**src/rtl/serial_add_ctrl.sv**
```systemverilog
// serial_add_ctrl: bit-serial adder controller.
// Runs one full-adder slice (two half-adder stages plus a carry flop) over
// WIDTH-bit operands, LSB first. Each operation takes WIDTH cycles in RUN,
// followed by a one-cycle Done pulse.
// Optional feature macro: SERIAL_ADD_SUB_EN adds a Sub input. When Sub is set,
// the block computes A-B using ~B and a carry-in of 1.
module serial_add_ctrl #(
    parameter int WIDTH = 8
) (
    input  logic             clk_i,
    input  logic             rst_n_i,
    input  logic             start_i,
    input  logic [WIDTH-1:0] a_i,
    input  logic [WIDTH-1:0] b_i,
`ifdef SERIAL_ADD_SUB_EN
    input  logic             sub_i,
`endif
    output logic             busy_o,
    output logic             done_o,
    output logic [WIDTH-1:0] sum_o,
    output logic             carry_o
);

    localparam int CW = (WIDTH > 1) ? $clog2(WIDTH) : 1;
    localparam logic [CW-1:0] LAST_BIT = CW'(WIDTH - 1);

    typedef enum logic [1:0] {
        S_IDLE = 2'd0,
        S_RUN  = 2'd1,
        S_DONE = 2'd2
    } state_t;

    state_t           state_q, state_d;
    logic [WIDTH-1:0] a_q, a_d;
    logic [WIDTH-1:0] b_q, b_d;
    logic [WIDTH-1:0] sum_q, sum_d;
    logic [CW-1:0]    cnt_q, cnt_d;
    logic             c_q, c_d;
    logic             carry_q, carry_d;
    logic             busy_q, done_q;

    logic             sub_sel;
    logic             ha1_s, ha1_c, ha2_s, ha2_c, c_next;

`ifdef SERIAL_ADD_SUB_EN
    assign sub_sel = sub_i;
`else
    assign sub_sel = 1'b0;
`endif

    // One-bit slice: first half adder on the operand bits, second one folds in the carry.
    assign ha1_s  = a_q[0] ^ b_q[0];
    assign ha1_c  = a_q[0] & b_q[0];
    assign ha2_s  = ha1_s ^ c_q;
    assign ha2_c  = ha1_s & c_q;
    assign c_next = ha1_c | ha2_c;

    // Next-state logic: accept in IDLE/DONE, one bit per cycle in RUN.
    always_comb begin
        state_d = state_q;
        a_d     = a_q;
        b_d     = b_q;
        sum_d   = sum_q;
        cnt_d   = cnt_q;
        c_d     = c_q;
        carry_d = carry_q;
        case (state_q)
            S_IDLE, S_DONE: begin
                if (start_i) begin
                    // A subtract loads the inverted B with a carry-in of 1.
                    a_d     = a_i;
                    b_d     = sub_sel ? ~b_i : b_i;
                    c_d     = sub_sel;
                    cnt_d   = '0;
                    state_d = S_RUN;
                end else begin
                    state_d = S_IDLE;
                end
            end
            S_RUN: begin
                sum_d = {ha2_s, sum_q[WIDTH-1:1]};
                a_d   = a_q >> 1;
                b_d   = b_q >> 1;
                c_d   = c_next;
                if (cnt_q == LAST_BIT) begin
                    // The counter stops at the last bit, so it never wraps.
                    carry_d = c_next;
                    state_d = S_DONE;
                end else begin
                    cnt_d = cnt_q + CW'(1);
                end
            end
            default: state_d = S_IDLE;
        endcase
    end

    // State and datapath registers. The status flags are registered from the next state.
    always_ff @(posedge clk_i or negedge rst_n_i) begin
        if (!rst_n_i) begin
            state_q <= S_IDLE;
            a_q     <= '0;
            b_q     <= '0;
            sum_q   <= '0;
            cnt_q   <= '0;
            c_q     <= 1'b0;
            carry_q <= 1'b0;
            busy_q  <= 1'b0;
            done_q  <= 1'b0;
        end else begin
            state_q <= state_d;
            a_q     <= a_d;
            b_q     <= b_d;
            sum_q   <= sum_d;
            cnt_q   <= cnt_d;
            c_q     <= c_d;
            carry_q <= carry_d;
            busy_q  <= (state_d == S_RUN);
            done_q  <= (state_d == S_DONE);
        end
    end

    assign busy_o  = busy_q;
    assign done_o  = done_q;
    assign sum_o   = sum_q;
    assign carry_o = carry_q;

endmodule

```
**config.mk**
```make
export PLATFORM = sky130hd
export DESIGN_NAME = serial_add_ctrl
export DESIGN_NICKNAME = d
export VERILOG_FILES = /design/src/rtl/serial_add_ctrl.sv
export SDC_FILE = /design/constraint.sdc
export NUM_CORES = 1
export LEC_CHECK = 0
export CORE_MARGIN = 2
export CORE_UTILIZATION = 46
export CTS_CLUSTER_SIZE = 24
export DETAILED_ROUTE_END_ITERATION = 10
export PLACE_DENSITY = 0.75
export RECOVER_POWER = 50
export SLEW_MARGIN = 20
export SYNTH_ARGS = -nofsm -noshare
export SYNTH_HDL_FRONTEND = slang
export SYNTH_SLANG_ARGS = --single-unit
```
**constraint.sdc**
```tcl
create_clock -name clk_i -period 1.34 [get_ports clk_i]
set_input_delay 0.335 -clock clk_i [delete_from_list [all_inputs] [get_ports clk_i]]
set_output_delay 0.335 -clock clk_i [all_outputs]
set_load 0.005 [all_outputs]
```
=== After elaboration in Yosys (flattened, before gate mapping) ===
Cells that the tools add are included.

* Register bits: 33
* Bits in latches: 0
* Bits in writable memories: 0
* Memory bits (read-only): 0
* Input bits: 19
* Output and inout port bits: 11
* Logic and storage cells: 40
* Memories kept: 0

* Add/sub/neg operators: 1
* Multiply operators: 0
* Divide/modulo/power cells: 0
* Order comparisons: 0
* Eq/ne operators: 7
* Shifts and indexed selects: 0
* Muxes and demuxes: 12
* Bitwise logic cells: 5
* Reduce and logical (&&, ||, !) cells: 6

{| class="wikitable"
|+ Operators with widths
! cell !! count
|-
| one-hot mux 8 bit (2 select lines) || 2
|-
| 2-to-1 mux 8 bit || 2
|-
| 2-to-1 mux 3 bit || 2
|-
| one-hot mux 3 bit (2 select lines) || 1
|-
| == test 2 x 1 -> 1 bit, second input constant || 2
|-
| == test 2 bit, second input constant || 2
|-
| != test 2 bit, second input constant || 2
|-
| one-hot mux 2 bit (2 select lines) || 1
|-
| AND reduction 2 bit || 2
|-
| adder 3 x 1 -> 3 bit, second input constant || 1
|-
| == test 3 bit, second input constant || 1
|-
| AND reduction 3 bit || 1
|-
| AND 1 bit || 2
|-
| logical NOT 2 bit || 1
|-
| 2-to-1 mux 1 bit || 2
|-
| 2-to-1 mux 2 bit || 1
|-
| one-hot mux 1 bit (2 select lines) || 1
|-
| nonzero test 2 bit || 1
|-
| OR reduction 2 bit || 1
|-
| bitwise XOR 1 bit || 2
|-
| OR 1 bit || 1
|}

=== Logic depth before layout (Yosys ltp) ===
Gate-level depths: netlist of run 1.

* Word-level depth: 4
* Mapped depth: 5
* Gate-level depth less buffers: 5

=== Least setup slack after synthesis of run 1 ===
Ideal clock, no wire load.

* Kind: register -> register
* Start point: register cnt_q[0]
* End point: register cnt_q[0]
* Library setup time: 0.125 ns
* Data arrival time: 1.339 ns
* Required time: 1.215 ns
* Setup slack: -0.123 ns
* Stages on the path, launching flop included: 6
* Path buffers: 0
* Period minus slack after synthesis: 1.463 ns
* Cell sequence: dfrtp_1 ha_1 ha_1 nor3b_4 a21oi_2 mux2_2

* Cells in the longest elaborated chain, start to end: 3
* Elaborated cells on any way between the ends: 6
* Classes of those cells: add/sub (1); eq/ne (2); mux (2); reduce/logical (1)

{| class="wikitable"
|+ Ends and longest elaborated chain
! element !! RTL line !! text
|-
| from (decl) || 37 || <nowiki>logic [CW-1:0] cnt_q, cnt_d;</nowiki>
|-
| from (signal assigned) || 114 || <nowiki>cnt_q <= cnt_d;</nowiki>
|-
| adder 3 x 1 -> 3 bit or == test 3 bit (tied branches) || 90, 85 ||
|-
| 2-to-1 mux 3 bit or != test 2 bit (tied branches) || n/a ||
|-
| one-hot mux 3 bit (2 select lines) or AND reduction 3 bit (tied branches) || n/a ||
|}

Parallel ways exist; a longest one is shown, timed or not. The select of a mux whose other input is x is not followed.
A chain may end at the register's enable or synchronous reset.

=== Worst setup path in the final report of run 1 ===
* Start point: register cnt_q[1]
* End point: register cnt_q[0]

* Cells in the longest elaborated chain, start to end: 3

{| class="wikitable"
|+ Ends and longest elaborated chain
! element !! RTL line !! text
|-
| == test 3 bit || 85 || <nowiki>if (cnt_q == LAST_BIT) begin</nowiki>
|-
| != test 2 bit (no line) || n/a ||
|-
| AND reduction 3 bit (no line) || n/a ||
|}

Every way passes these cells.

==> results.json, run 1 <==
{
  "endpoint_kind": "flop",
  "insertion_delay_ns": 0.33,
  "total_power_mw": 4.557,
  "postSynth.asyncResetShare_pct": 100.0,
  "nNetsFinal": 201,
  "post_synth.cell_area_avg_um2": 12.12,
  "cts_hold_buf": 0,
  "detailroute.via_count": 1178,
  "hold_class": "flop to flop",
  "synth.top_cells.by_count": "dfrtp_1 (33), mux2i_1 (17), a211oi_1 (14), a21oi_1 (14), nor2b_1 (14)",
  "crit_chain": "ha_2 > ha_4 > nor3b_4 > a21oi_2 > mux2_2",
  "critical_path_arrival_ns": 1.65,
  "post-route-cell-area_um2": 2118,
  "worst_slew_margin_rel_pct": 46.13,
  "gp_congestion": 0.6854,
  "period_share_pct": 106.1,
  "register_area_um2": 825.8,
  "cts.path.max_buffers": 2,
  "post-place-ws_ns": -0.2083,
  "setup_ws_ns": -0.08165,
  "floorplan.core_area_um2": 3363,
  "clock-root-buffer": "clkbuf_4",
  "tritoncts.num_buffers": 5,
  "io_pins": 30,
  "yosysSeqAreaShare_pct": 51.24,
  "synth.ff_latch_count": 33,
  "maximum_number_of_pins_on_one_net_before_global_route_repair": 34,
  "mappedNetlistArea_um2": 1612,
  "endpoints_failing_setup": 2,
  "area_share_of_the_largest_cell_type_after_synthesis_pct": 51.24,
  "synth_largest_area_cell": "dfrtp_1",
  "timing.max_cap.violations": 0,
  "worst_pin_slew_ns": 0.8080,
  "leakagePower_nw": 0.8715,
  "layout-drive-gt1-share_pct": 23.46,
  "vias_per_cell": 5.236,
  "syn-instance-count": 133,
  "cell_with_the_largest_stage_delay_on_the_worst_path": "dfrtp_1",
  "fin_crit_ns": 1.422,
  "synthFlopType": "dfrtp_1",
  "drtIter0Drc": 73,
  "routedWlPerCell_um": 13.47,
  "die-area_um2": 3993,
  "worst_setup_hold_path_clk_slew_ns": 0.09,
  "drtPass1Iterations": 4,
  "antenna_cells_inserted": 0,
  "synth_most_common_cell": "dfrtp_1",
  "synth.top_cells.by_area": "dfrtp_1 (51%), mux2i_1 (11%), a211oi_1 (6.5%), mux2_2 (6.3%), nor2b_1 (5.4%)",
  "clock.fmax_ghz": 0.7034,
  "portBuffers": 29,
  "chipWidth_um": 63.19,
  "track_usage_pct": 17.30,
  "worst_ir_drop_vdd_v": 0.0009442,
  "setup.worst_path.start_class": "flop",
  "fillerInstances": 301,
  "status": "finished with violations",
  "grt_first_pass_wirelength_um": 5306,
  "synth_edf_count": 0,
  "clock_sink_count": 33,
  "path_max_fanout": 5,
  "grt_remaining_overflow": 0,
  "first_global_vias": 1189,
  "drv_slew": 0,
  "setup_repair_after_global_routing_missed_its_margin": "true",
  "cp_max_stage_delay_ns": 0.40,
  "crit_required_ns": 1.56,
  "ant_nets": 0,
  "pwr_density_cell_nw_per_um2": 2151,
  "post-route-util_pct": 62.98,
  "cts_max_level": 2,
  "postRouteWirelength_um": 3030,
  "finalHoldViolCount": 0,
  "yosysWarningCount": 0,
  "fp_rows": 21,
  "timing_worst_setup_path_type": "flop to flop",
  "dieHeight_um": 63.19,
  "grt_antenna_before_repair": 0,
  "post_synthesis_net_count": 155,
  "dp.final_hpwl_um": 1978,
  "detailed_place.area_um2": 1982,
  "layout_stage_area_growth_over_the_synthesis_result_pct": 31.44,
  "initial_utilization_pct": 47.92,
  "cts_tree": "yes",
  "worst_clock_skew_on_the_final_layout_ns": 0.004740,
  "synth_cell_type_count": 24,
  "failed_checks": "setup timing",
  "multi_input_logic_area_um2": 715.7,
  "drc_violations_left": 0
}
sequential cells by signal, indices dropped and copies added (netlist names):
register,flops
a_q,8
b_q,8
sum_o,8
cnt_q,3
state_q,2
busy_o,1
c_q,1
carry_o,1
done_o,1
path summary, 6_finish.rpt:
| kind | startpoint | to | slack (ns) | depth (start not counted) |
|---|---|---|---|---|
| max | cnt_q[1]$_DFFE_PN0P_ | cnt_q[0]$_DFFE_PN0P_ | -0.08 | 5 |
| min | sum_o[0]$_DFFE_PN0P_ | sum_o[0]$_DFFE_PN0P_ | 0.52 | 1 |
| max reg2reg | cnt_q[1]$_DFFE_PN0P_ | cnt_q[0]$_DFFE_PN0P_ | -0.08 | 5 |
| min reg2reg | sum_o[0]$_DFFE_PN0P_ | sum_o[0]$_DFFE_PN0P_ | 0.52 | 1 |
| max in group asynchronous | rst_n_i | a_q[5]$_DFFE_PN0P_ | 0.20 | 2 |
| min in group asynchronous | rst_n_i | cnt_q[1]$_DFFE_PN0P_ | 0.63 | 2 |
repair_timing:
item / in CTS / in global routing
endpoints found under the setup margin: 14 / 14
gates resized for setup: 12 / 9
buffers inserted: 8 / 5
pin swaps: 0 / 1
cell type report:
type,instances,area share [%]
clock buffers,7,2.599
inverters,4,0.7088
multi-input cells,86,33.79
flip-flops and latches,33,38.98
well taps,46,2.717
repair buffers,49,21.20
report_power, final:
| part | switching [mW] | total, mW | internal, mW |
|---|---|---|---|
| combinational | 0.859 | 2.18 | 1.32 |
| sequential | 0.335 | 1.82 | 1.48 |
| clock | 0.312 | 0.559 | 0.247 |
| total | 1.51 | 4.56 | 3.05 |
routing by layer:
layer	track usage (%)	share of wire, %
met1	19.77	41
met2	29.65	53
met3	6.607	5.1
met4	5.978	1.4
met5	0	0
cells by family after synthesis:
group	after synthesis	share of synthesized area [%]
compound gates	34	13.43
flops	33	51.24
fa+ha+maj	3	2.795
buf+inv	14	5.279
simple gates	22	9.472
mux	27	17.78
worst max-delay path: cells and delay by family (launching register included):
| kind | cells | cell delay [ns] |
|---|---|---|
| flops | 1 | 0.40 |
| mux | 1 | 0.27 |
| compound gates | 1 | 0.08 |
| simple gates | 1 | 0.19 |
| fa+ha+maj | 2 | 0.37 |
through the flow:
stage / hold WS, ns / setup TNS, ns / instances
after floorplan: 0.03941 / -0.03693 / 133
after global placement: 0.4902 / -2.579 / 205
after detailed placement: 0.5062 / -3.393 / 205
after CTS: 0.3786 / -0.1146 / 220
after global routing: 0.5666 / -0.2540 / 225
final: 0.5208 / -0.08198 / 225
placed cells by master (no fill, tap or decap), types with 2 or more instances in the layout:
cell type / Yosys / final
a211oi_1: 14 / 14
a21oi_1: 14 / 14
a22o_1: 2 / 2
buf_4: 3 / 18
clkbuf_4: 0 / 5
clkdlybuf4s15_1: 0 / 10
clkdlybuf4s50_1: 0 / 17
dfrtp_1: 33 / 33
inv_1: 4 / 4
mux2_2: 9 / 9
mux2i_1: 17 / 17
nand3_1: 2 / 2
nor2_1: 2 / 2
nor2b_1: 14 / 14
o21ai_0: 3 / 3
Power figures use the tool's default switching activity.
==> inputs of run 2 (changes only) <==
Settings changed: CTS_CLUSTER_DIAMETER from default to 80.
==> results of run 2 <==
The final DEF is identical to that of run 1; final timing and power are the same.
==> inputs of run 3 (changes only) <==
Settings changed: HOLD_SLACK_MARGIN from default to 0.1.
==> results of run 3 <==
The final DEF is identical to that of run 1; final timing and power are the same.
